## src/rtl/vector_processor_pkg.sv

```systemverilog
// Shared types for the vector add/sub unit: SEW codes, FSM states, element sizing.
// Latency: n/a (types and a pure function only).
// Backpressure: n/a. Optional SAT state exists only when VECTOR_ADDSUB_SAT_EN is defined.
package vector_processor_pkg;

   typedef enum logic [2:0] {
      SEW_8    = 3'b000,
      SEW_16   = 3'b001,
      SEW_32   = 3'b010,
      SEW_64   = 3'b011,
      SEW_128  = 3'b100,
      SEW_256  = 3'b101,
      SEW_RSV6 = 3'b110,
      SEW_RSV7 = 3'b111
   } sew_e;

   typedef enum logic [1:0] {
      ST_IDLE = 2'd0,
      ST_BUSY = 2'd1,
`ifdef VECTOR_ADDSUB_SAT_EN
      ST_SAT  = 2'd2,
`endif
      ST_DONE = 2'd3
   } state_e;

   // Element size in bytes for a SEW code; 0 flags a reserved code.
   function automatic logic [5:0] sew_bytes(input sew_e sew);
      case (sew)
         SEW_8:   sew_bytes = 6'd1;
         SEW_16:  sew_bytes = 6'd2;
         SEW_32:  sew_bytes = 6'd4;
         SEW_64:  sew_bytes = 6'd8;
         SEW_128: sew_bytes = 6'd16;
         SEW_256: sew_bytes = 6'd32;
         default: sew_bytes = 6'd0;
      endcase
   endfunction

endpackage

```

## src/rtl/vaddsub_chunk.sv

```systemverilog
// One DATAPATH_W slice of the byte-wise add/sub carry chain, cut at element LSB bytes.
// Latency: purely combinational.
// Backpressure: none; the caller sequences beats.
module vaddsub_chunk #(
   parameter int DATAPATH_W = 64
) (
   input  logic [DATAPATH_W-1:0]   a_i,
   input  logic [DATAPATH_W-1:0]   b_i,
   input  logic                    op_i,
   input  logic [DATAPATH_W/8-1:0] cin_bytes_i,
   input  logic [DATAPATH_W/8-1:0] lsb_mask_i,
   input  logic [DATAPATH_W/8-1:0] msb_mask_i,
   input  logic                    chunk_cin_i,
   output logic [DATAPATH_W-1:0]   sum_o,
   output logic [DATAPATH_W/8-1:0] cout_bytes_o,
   output logic                    chunk_cout_o
);
   localparam int NB = DATAPATH_W / 8;

   logic [NB-1:0] byte_c;
   logic          chain;
   logic          cin_b;
   logic [8:0]    tmp;

   // Ripple through bytes; element LSB bytes restart from the external carry/borrow
   always_comb begin
      byte_c = '0;
      sum_o  = '0;
      chain  = chunk_cin_i;
      cin_b  = 1'b0;
      tmp    = '0;
      for (int i = 0; i < NB; i++) begin
         cin_b = lsb_mask_i[i] ? cin_bytes_i[i] : chain;
         if (op_i) begin
            tmp = {1'b0, a_i[i*8 +: 8]} + {1'b0, b_i[i*8 +: 8]} + {8'd0, cin_b};
         end else begin
            tmp = {1'b0, a_i[i*8 +: 8]} - {1'b0, b_i[i*8 +: 8]} - {8'd0, cin_b};
         end
         sum_o[i*8 +: 8] = tmp[7:0];
         byte_c[i]       = tmp[8];
         chain           = tmp[8];
      end
      cout_bytes_o = byte_c & msb_mask_i;
      chunk_cout_o = chain;
   end

endmodule

```

## src/rtl/vector_addsub_seq.sv

```systemverilog
// Multi-beat VLEN add/sub, DATAPATH_W bits per beat, SEW 8..VLEN; optional VECTOR_ADDSUB_SAT_EN.
// Latency: out_valid_o rises NBEATS cycles after accept (NBEATS+1 with a saturating request).
// Backpressure: result held in DONE until out_ready_i; no new accept until back in IDLE.
module vector_addsub_seq
   import vector_processor_pkg::*;
#(
   parameter int VLEN       = 256,
   parameter int DATAPATH_W = 64
) (
   input  logic              clk_i,
   input  logic              rst_ni,
   input  logic              in_valid_i,
   output logic              in_ready_o,
   input  logic [VLEN-1:0]   a_i,
   input  logic [VLEN-1:0]   b_i,
   input  logic [2:0]        sew_i,
   input  logic              op_i,
   input  logic [VLEN/8-1:0] carry_i,
`ifdef VECTOR_ADDSUB_SAT_EN
   input  logic              sat_i,
`endif
   output logic              out_valid_o,
   input  logic              out_ready_i,
   output logic [VLEN-1:0]   result_o,
   output logic [VLEN/8-1:0] carry_o,
   output logic              err_o,
   output logic              busy_o
);
   localparam int NBEATS = VLEN / DATAPATH_W;
   localparam int NBYTES = VLEN / 8;
   localparam int DBYTES = DATAPATH_W / 8;
   localparam int BW     = (NBEATS > 1) ? $clog2(NBEATS) : 1;

   state_e                              state_q, state_d;
   logic [NBEATS-1:0][DATAPATH_W-1:0]   a_q, a_d, b_q, b_d, res_q, res_d;
   logic [NBEATS-1:0][DBYTES-1:0]       cin_q, cin_d, cout_q, cout_d;
   sew_e                                sew_q, sew_d;
   logic                                op_q, op_d;
   logic [BW-1:0]                       beat_q, beat_d;
   logic                                cbeat_q, cbeat_d;
   logic                                err_q, err_d;
   logic                                out_valid_q, out_valid_d;
   logic                                busy_q, busy_d;
`ifdef VECTOR_ADDSUB_SAT_EN
   logic                                sat_q, sat_d;
`endif

   logic [5:0]             nb_in;
   logic                   sew_legal;
   logic [31:0]            eb_m1;
   logic [DBYTES-1:0]      lsb_mask, msb_mask;
   logic [DATAPATH_W-1:0]  chunk_sum;
   logic [DBYTES-1:0]      chunk_cout_bytes;
   logic                   chunk_cout;

   assign in_ready_o  = rst_ni && (state_q == ST_IDLE);
   assign out_valid_o = out_valid_q;
   assign busy_o      = busy_q;
   assign result_o    = res_q;
   assign carry_o     = cout_q;
   assign err_o       = err_q;

   // Legality of the incoming SEW: reserved code or element wider than the vector
   always_comb begin
      nb_in     = sew_bytes(sew_e'(sew_i));
      sew_legal = (nb_in != 6'd0) && ({26'd0, nb_in} <= 32'(NBYTES));
   end

   // Element boundary masks for the bytes of the current beat
   always_comb begin
      eb_m1    = {26'd0, sew_bytes(sew_q)} - 32'd1;
      lsb_mask = '0;
      msb_mask = '0;
      for (int i = 0; i < DBYTES; i++) begin
         lsb_mask[i] = (((32'(beat_q) * DBYTES) + 32'(i)) & eb_m1) == 32'd0;
         msb_mask[i] = (((32'(beat_q) * DBYTES) + 32'(i)) & eb_m1) == eb_m1;
      end
   end

   vaddsub_chunk #(.DATAPATH_W(DATAPATH_W)) u_chunk (
      .a_i          (a_q[beat_q]),
      .b_i          (b_q[beat_q]),
      .op_i         (op_q),
      .cin_bytes_i  (cin_q[beat_q]),
      .lsb_mask_i   (lsb_mask),
      .msb_mask_i   (msb_mask),
      .chunk_cin_i  (cbeat_q),
      .sum_o        (chunk_sum),
      .cout_bytes_o (chunk_cout_bytes),
      .chunk_cout_o (chunk_cout)
   );

`ifdef VECTOR_ADDSUB_SAT_EN
   logic [NBYTES-1:0][7:0] res_sat;
   logic [NBYTES-1:0]      cout_flat;
   logic                   elem_hit;

   // Clamp each element whose final carry/borrow is set, scanning MSB byte downwards
   always_comb begin
      res_sat   = res_q;
      cout_flat = cout_q;
      elem_hit  = 1'b0;
      for (int j = NBYTES - 1; j >= 0; j--) begin
         if ((32'(j) & eb_m1) == eb_m1) elem_hit = cout_flat[j];
         if (elem_hit) res_sat[j] = op_q ? 8'hFF : 8'h00;
      end
   end
`endif

   // FSM next-state, operand capture and per-beat result accumulation
   always_comb begin
      state_d = state_q;
      a_d     = a_q;
      b_d     = b_q;
      sew_d   = sew_q;
      op_d    = op_q;
      cin_d   = cin_q;
      beat_d  = beat_q;
      cbeat_d = cbeat_q;
      res_d   = res_q;
      cout_d  = cout_q;
      err_d   = err_q;
`ifdef VECTOR_ADDSUB_SAT_EN
      sat_d   = sat_q;
`endif
      case (state_q)
         ST_IDLE: begin
            if (in_valid_i) begin
               a_d     = a_i;
               b_d     = b_i;
               sew_d   = sew_e'(sew_i);
               op_d    = op_i;
               cin_d   = carry_i;
               beat_d  = '0;
               cbeat_d = 1'b0;
               res_d   = '0;
               cout_d  = '0;
               err_d   = !sew_legal;
`ifdef VECTOR_ADDSUB_SAT_EN
               sat_d   = sat_i;
`endif
               state_d = ST_BUSY;
            end
         end
         ST_BUSY: begin
            // An illegal SEW still burns its beats but leaves result/carry at zero
            if (!err_q) begin
               res_d[beat_q]  = chunk_sum;
               cout_d[beat_q] = chunk_cout_bytes;
            end
            cbeat_d = chunk_cout;
            beat_d  = beat_q + 1'b1;
            if (beat_q == BW'(NBEATS - 1)) begin
`ifdef VECTOR_ADDSUB_SAT_EN
               state_d = sat_q ? ST_SAT : ST_DONE;
`else
               state_d = ST_DONE;
`endif
            end
         end
`ifdef VECTOR_ADDSUB_SAT_EN
         ST_SAT: begin
            res_d   = res_sat;
            state_d = ST_DONE;
         end
`endif
         ST_DONE: begin
            if (out_ready_i) state_d = ST_IDLE;
         end
         default: state_d = ST_IDLE;
      endcase
      out_valid_d = (state_d == ST_DONE);
      busy_d      = (state_d != ST_IDLE);
   end

   // State and datapath registers; reset drops any in-flight transaction
   always_ff @(posedge clk_i or negedge rst_ni) begin
      if (!rst_ni) begin
         state_q     <= ST_IDLE;
         a_q         <= '0;
         b_q         <= '0;
         sew_q       <= SEW_8;
         op_q        <= 1'b0;
         cin_q       <= '0;
         beat_q      <= '0;
         cbeat_q     <= 1'b0;
         res_q       <= '0;
         cout_q      <= '0;
         err_q       <= 1'b0;
         out_valid_q <= 1'b0;
         busy_q      <= 1'b0;
`ifdef VECTOR_ADDSUB_SAT_EN
         sat_q       <= 1'b0;
`endif
      end else begin
         state_q     <= state_d;
         a_q         <= a_d;
         b_q         <= b_d;
         sew_q       <= sew_d;
         op_q        <= op_d;
         cin_q       <= cin_d;
         beat_q      <= beat_d;
         cbeat_q     <= cbeat_d;
         res_q       <= res_d;
         cout_q      <= cout_d;
         err_q       <= err_d;
         out_valid_q <= out_valid_d;
         busy_q      <= busy_d;
`ifdef VECTOR_ADDSUB_SAT_EN
         sat_q       <= sat_d;
`endif
      end
   end

endmodule

```

## config.mk

```make
export PLATFORM = sky130hd
export DESIGN_NAME = vector_addsub_seq
export DESIGN_NICKNAME = d
export VERILOG_FILES = /design/src/rtl/vector_processor_pkg.sv /design/src/rtl/vaddsub_chunk.sv /design/src/rtl/vector_addsub_seq.sv
export SDC_FILE = /design/constraint.sdc
export NUM_CORES = 2
export LEC_CHECK = 0
export ABC_AREA = 1
export ABC_CLOCK_PERIOD_IN_PS = 24600
export BUFFER_PORTS_ARGS = -buffer_cell sky130_fd_sc_hd__buf_4
export CAP_MARGIN = 20
export CORE_AREA = 3 3 326 328
export CTS_CLUSTER_DIAMETER = 100
export DETAILED_ROUTE_END_ITERATION = 10
export DIE_AREA = 0 0 329 331
export PLACE_DENSITY = 0.74
export SLEW_MARGIN = 20
export SYNTH_ARGS = -nofsm -noshare
export SYNTH_HDL_FRONTEND = slang
export SYNTH_HIERARCHICAL = 1
export SYNTH_SLANG_ARGS = --single-unit
```

## constraint.sdc

```tcl
create_clock -name clk_i -period 24.6 [get_ports clk_i]
set_input_delay 7.38 -clock clk_i [delete_from_list [all_inputs] [get_ports clk_i]]
set_output_delay 7.38 -clock clk_i [all_outputs]
set_load 0.02 [all_outputs]
```

-- Word level (Yosys, flattened, before mapping)
Index checks and enable logic that the tools add are counted.
- register bits: 844
- input port bits: 552
- add/sub/neg operators: 41
- order comparisons: 3
- equal/unequal tests: 24
- multiplexer cells: 44
- bitwise logic cells: 9
- reduce and logical (&&, ||, !) cells: 21
- operators by type and width (kind ; number):
    256-bit 2-to-1 mux ; 2
    256-bit case mux with 2 select lines ; 1
    64-bit binary-select mux with 2-bit select ; 2
    256-bit bitwise mux ; 1
    32-bit equality test ; 8
    32-bit logical NOT ; 8
    6-bit by 32-bit bitwise AND with 32-bit output ; 7
    64-bit 2-to-1 mux ; 3
    64-bit demux with 2-bit select ; 1
    8-bit by 8-bit adder with 9-bit output ; 8
    9-bit by 1-bit adder with 9-bit output ; 8
    9-bit 2-to-1 mux ; 8
    6-bit case mux with 6 select lines ; 2
    8-bit by 8-bit subtractor with 9-bit output ; 8
    9-bit by 1-bit subtractor with 9-bit output ; 8
    32-bit 2-to-1 mux ; 2
    32-bit case mux with 2 select lines ; 1
    5-bit by 32-bit bitwise AND with 32-bit output ; 1
    32-bit bitwise mux ; 1
    5-bit by 3-bit adder with 6-bit output (second input constant) ; 4
    8-bit binary-select mux with 2-bit select ; 1
    8-bit demux with 2-bit select ; 1
    8-bit 2-to-1 mux ; 2
    5-bit by 2-bit adder with 6-bit output (second input constant) ; 2
    26 further kinds ; 52

-- Longest topological paths before layout
- depth in word-level cells: 33
- depth in mapped cells: 101
- gate-level depth less buffers: 101

-- Cells and area by module
Netlist, hierarchy kept.
- modules (own cells, without submodules) (module ; times used ; cells each ; area each (µm²)):
    vector_addsub_seq ; 1 ; 4431 ; 35903.2
    vaddsub_chunk ; 1 ; 1352 ; 7920.1

-- Worst setup path after synthesis
No wires, ideal clock.
- kind: input -> output
- start: input port rst_ni
- end: output port in_ready_o
- arrival: 7901 ps
- path slack: 9319 ps
- cell stages on the path: 1
- cells stage by stage: nor3b_1
- cells in the longest elaborated chain, start to end: 1
- RTL lines (what ; RTL line ; source):
    start, declared ; vector_addsub_seq.sv:11 ; input logic rst_ni,
    1-bit logical AND ; vector_addsub_seq.sv:56 ; assign in_ready_o = rst_ni && (state_q == ST_IDLE);
    end, declared ; vector_addsub_seq.sv:13 ; output logic in_ready_o,
No other way between the ends.

-- Final worst setup path
Ends and elaborated chain as after synthesis.

==> impl_metrics.json <==
{
  "outcome": "completed",
  "critPathSlowestCell": "buf_8",
  "postSynthAreaPerCell_um2": 7.578,
  "fin_crit_sh_pct": 63.90,
  "portBuffers": 843,
  "grt-ovfl-total": 0,
  "grt_pass1_wl_mm": 237.1,
  "rr_endpoint": "carry_o[23]",
  "drtIter0Drc": 4209,
  "syn2layout_area_growth_pct": 24.29,
  "die_area_um2": 108900,
  "cts.sinks": 844,
  "clockBufferDepth": 3,
  "syn_area_um2": 43820,
  "placementRows": 118,
  "timing.setup.tns_ps": 0,
  "gp_congestion": 0.9205,
  "start_kind": "input port",
  "grt_usage_pct": 28.55,
  "crit-reg2reg-launch": "beat_q[0]",
  "grt_max_degree": 250,
  "cts_resized": 0,
  "slew_headroom_pct": 11.94,
  "synth-seq-cells": 844,
  "synth_top_area_share_pct": 48.19,
  "synth_top_cell_by_area": "dfrtp_1",
  "hold_path_startpoint": "cin_q[20]",
  "dr.pass1.iters": 8,
  "min_path_type": "flip-flop to flip-flop",
  "cp_max_fo": 87,
  "hpwl_mm": 118.6,
  "cts_tree": "built",
  "ff2ff_setup_slack_ps": 9600,
  "worstSetupPathType": "input port to output pin",
  "min_period_ps": 15720,
  "rsz0062_at_grt": "no",
  "die_h_um": 331,
  "hold_depth": 2,
  "die_x_um": 329,
  "yosysSeqAreaShare_pct": 48.19,
  "post_cts_buffers": 0,
  "synthArstFlopShare_pct": 100.0,
  "dr_total_vias": 41220,
  "clock_skew_ps": 41.12,
  "synth-edff-count": 0,
  "antenna_found_initial": 16,
  "r2r_cells": 89,
  "synth_common_cells": "nand2_1, dfrtp_1, o21ai_0",
  "cts-buffers-inserted": 93,
  "hold_buffers": 0,
  "cts-root-buf": "clkbuf_16",
  "hold_viol": 0,
  "ios": 844,
  "final-setup-viol-count": 0,
  "tightest_slew_ps": 1321,
  "critPathArrivalTime_ps": 8340,
  "fin_nets": 7221,
  "ant_nets": 0,
  "syn_inst": 5783,
  "drive_above_1_share_pct": 17.20,
  "finalMaxSlewViolations": 0,
  "grt_pass1_vias": 39100,
  "synth_warnings": 6,
  "routedWlPerCell_um": 20.17,
  "maxCapViolations": 0,
  "drt-vias-per-instance": 5.194,
  "cts_max_level": 3,
  "synth_most_common_cell": "nand2_1",
  "path_cells": "buf_8, nor3b_1, buf_4",
  "cp.required_ps": 17220,
  "cp-end-kind": "output pin",
  "synth_ff_type": "dfrtp_1",
  "totalWireLength_mm": 160.1,
  "start_util_pct": 42.34,
  "core_um2": 103500,
  "drc": 0,
  "cts.clk_slew.worst_paths_ps": 50,
  "ys_types": 41,
  "whs_endpoint": "cin_q[20]",
  "ys_top_cells_by_area": "dfrtp_1, nand2_1, o21ai_0",
  "crit_path_max_incr_delay_ps": 470,
  "syn_nets": 6541,
  "clk-insertion-delay-late_ps": 670,
  "max_freq_mhz": 63.62
}
## registers in the layout, indices dropped and copies added, names as in the netlist, 2 cells and up
name	flops
b_q	256
state_q	2
carry_o	32
sew_q	3
a_q	256
cin_q	32
result_o	256
beat_q	2
## cells in the final DEF, fill, tap and decap left out, types with 13 or more instances in the layout
| cell | synthesis | routed |
|---|---|---|
| nand2_1 | 2576 | 2575 |
| buf_4 | 11 | 891 |
| dfrtp_1 | 844 | 841 |
| o21ai_0 | 488 | 484 |
| nor2_1 | 372 | 372 |
| inv_1 | 337 | 335 |
| o21ai_1 | 187 | 191 |
| ha_1 | 174 | 174 |
| o22ai_1 | 136 | 136 |
| nand3_1 | 105 | 105 |
| clkbuf_16 | 0 | 95 |
| a21oi_1 | 80 | 80 |
| fa_1 | 32 | 32 |
| clkbuf_8 | 1 | 28 |
| diode_2 | 0 | 15 |
| xnor2_1 | 15 | 15 |
| inv_2 | 15 | 14 |
| clkinv_2 | 0 | 13 |
## worst max-delay path by stage
stage | from | to | slack (ps) | cells after the start
6_report | rst_ni | in_ready_o | 8880 | 3
5_1_grt | beat_q[0] | carry_o[15] | 8060 | 89
4_1_cts | rst_ni | in_ready_o | 8810 | 3
3_5_place_dp | rst_ni | in_ready_o | 8820 | 3
3_3_place_gp | rst_ni | in_ready_o | 8870 | 3
2_1_floorplan | rst_ni | in_ready_o | 9320 | 1
## per-stage QoR
stage	util [%]	hold WS [ps]	instance area, um^2	setup slack [ps]	cells
3_5_place_dp	49.33	459.6	51050	8815	7744
6_report	52.63	474.1	54470	8881	7935
5_1_grt	52.61	491.2	54440	8057	7926
2_1_floorplan	-	443.6	43820	9319	5783
3_3_place_gp	49.33	456.1	51050	8865	7744
4_1_cts	52.48	475.7	54320	8811	7916
## layer usage
| layer | track usage [%] | wire length (um) | vias to the layer above |
|---|---|---|---|
| li1 | - | - | 19660 |
| met1 | 41.30 | 71900 | 19620 |
| met2 | 43.40 | 70600 | 1703 |
| met3 | 4.906 | 12560 | 226 |
| met4 | 9.741 | 5006 | 2 |
| met5 | 0 | 11 | - |
## logic make-up (layout without fill, tap and decap cells)
family	Yosys count	after routing	synth area share, %
compound gates	945	945	11.58
buf+inv	667	1424	6.110
other cells	0	15	0
flops	844	844	48.19
simple gates	3096	3096	27.18
fa+ha+maj	206	206	6.430
xor+xnor	25	25	0.4996
## critical path, delay by kind of cell
kind	cells	cell delay, ps
simple gates	1	290
buf+inv	2	650
## final cells by class
cell class | count | area, um^2
Timing Repair Buffer | 900 | 6894
Clock inverter | 37 | 457.9
Sequential cell | 844 | 21130
Clock buffer | 135 | 2808
Tap cell | 1380 | 1727
Fill cell | 9826 | 49030
Multi-Input combinational cell | 4272 | 20070
Inverter | 352 | 1339
Antenna cell | 15 | 37.54
Power is left out: the tool's default activity adds up to more than one toggle a clock period on the data nets, which glitch-free logic cannot reach.
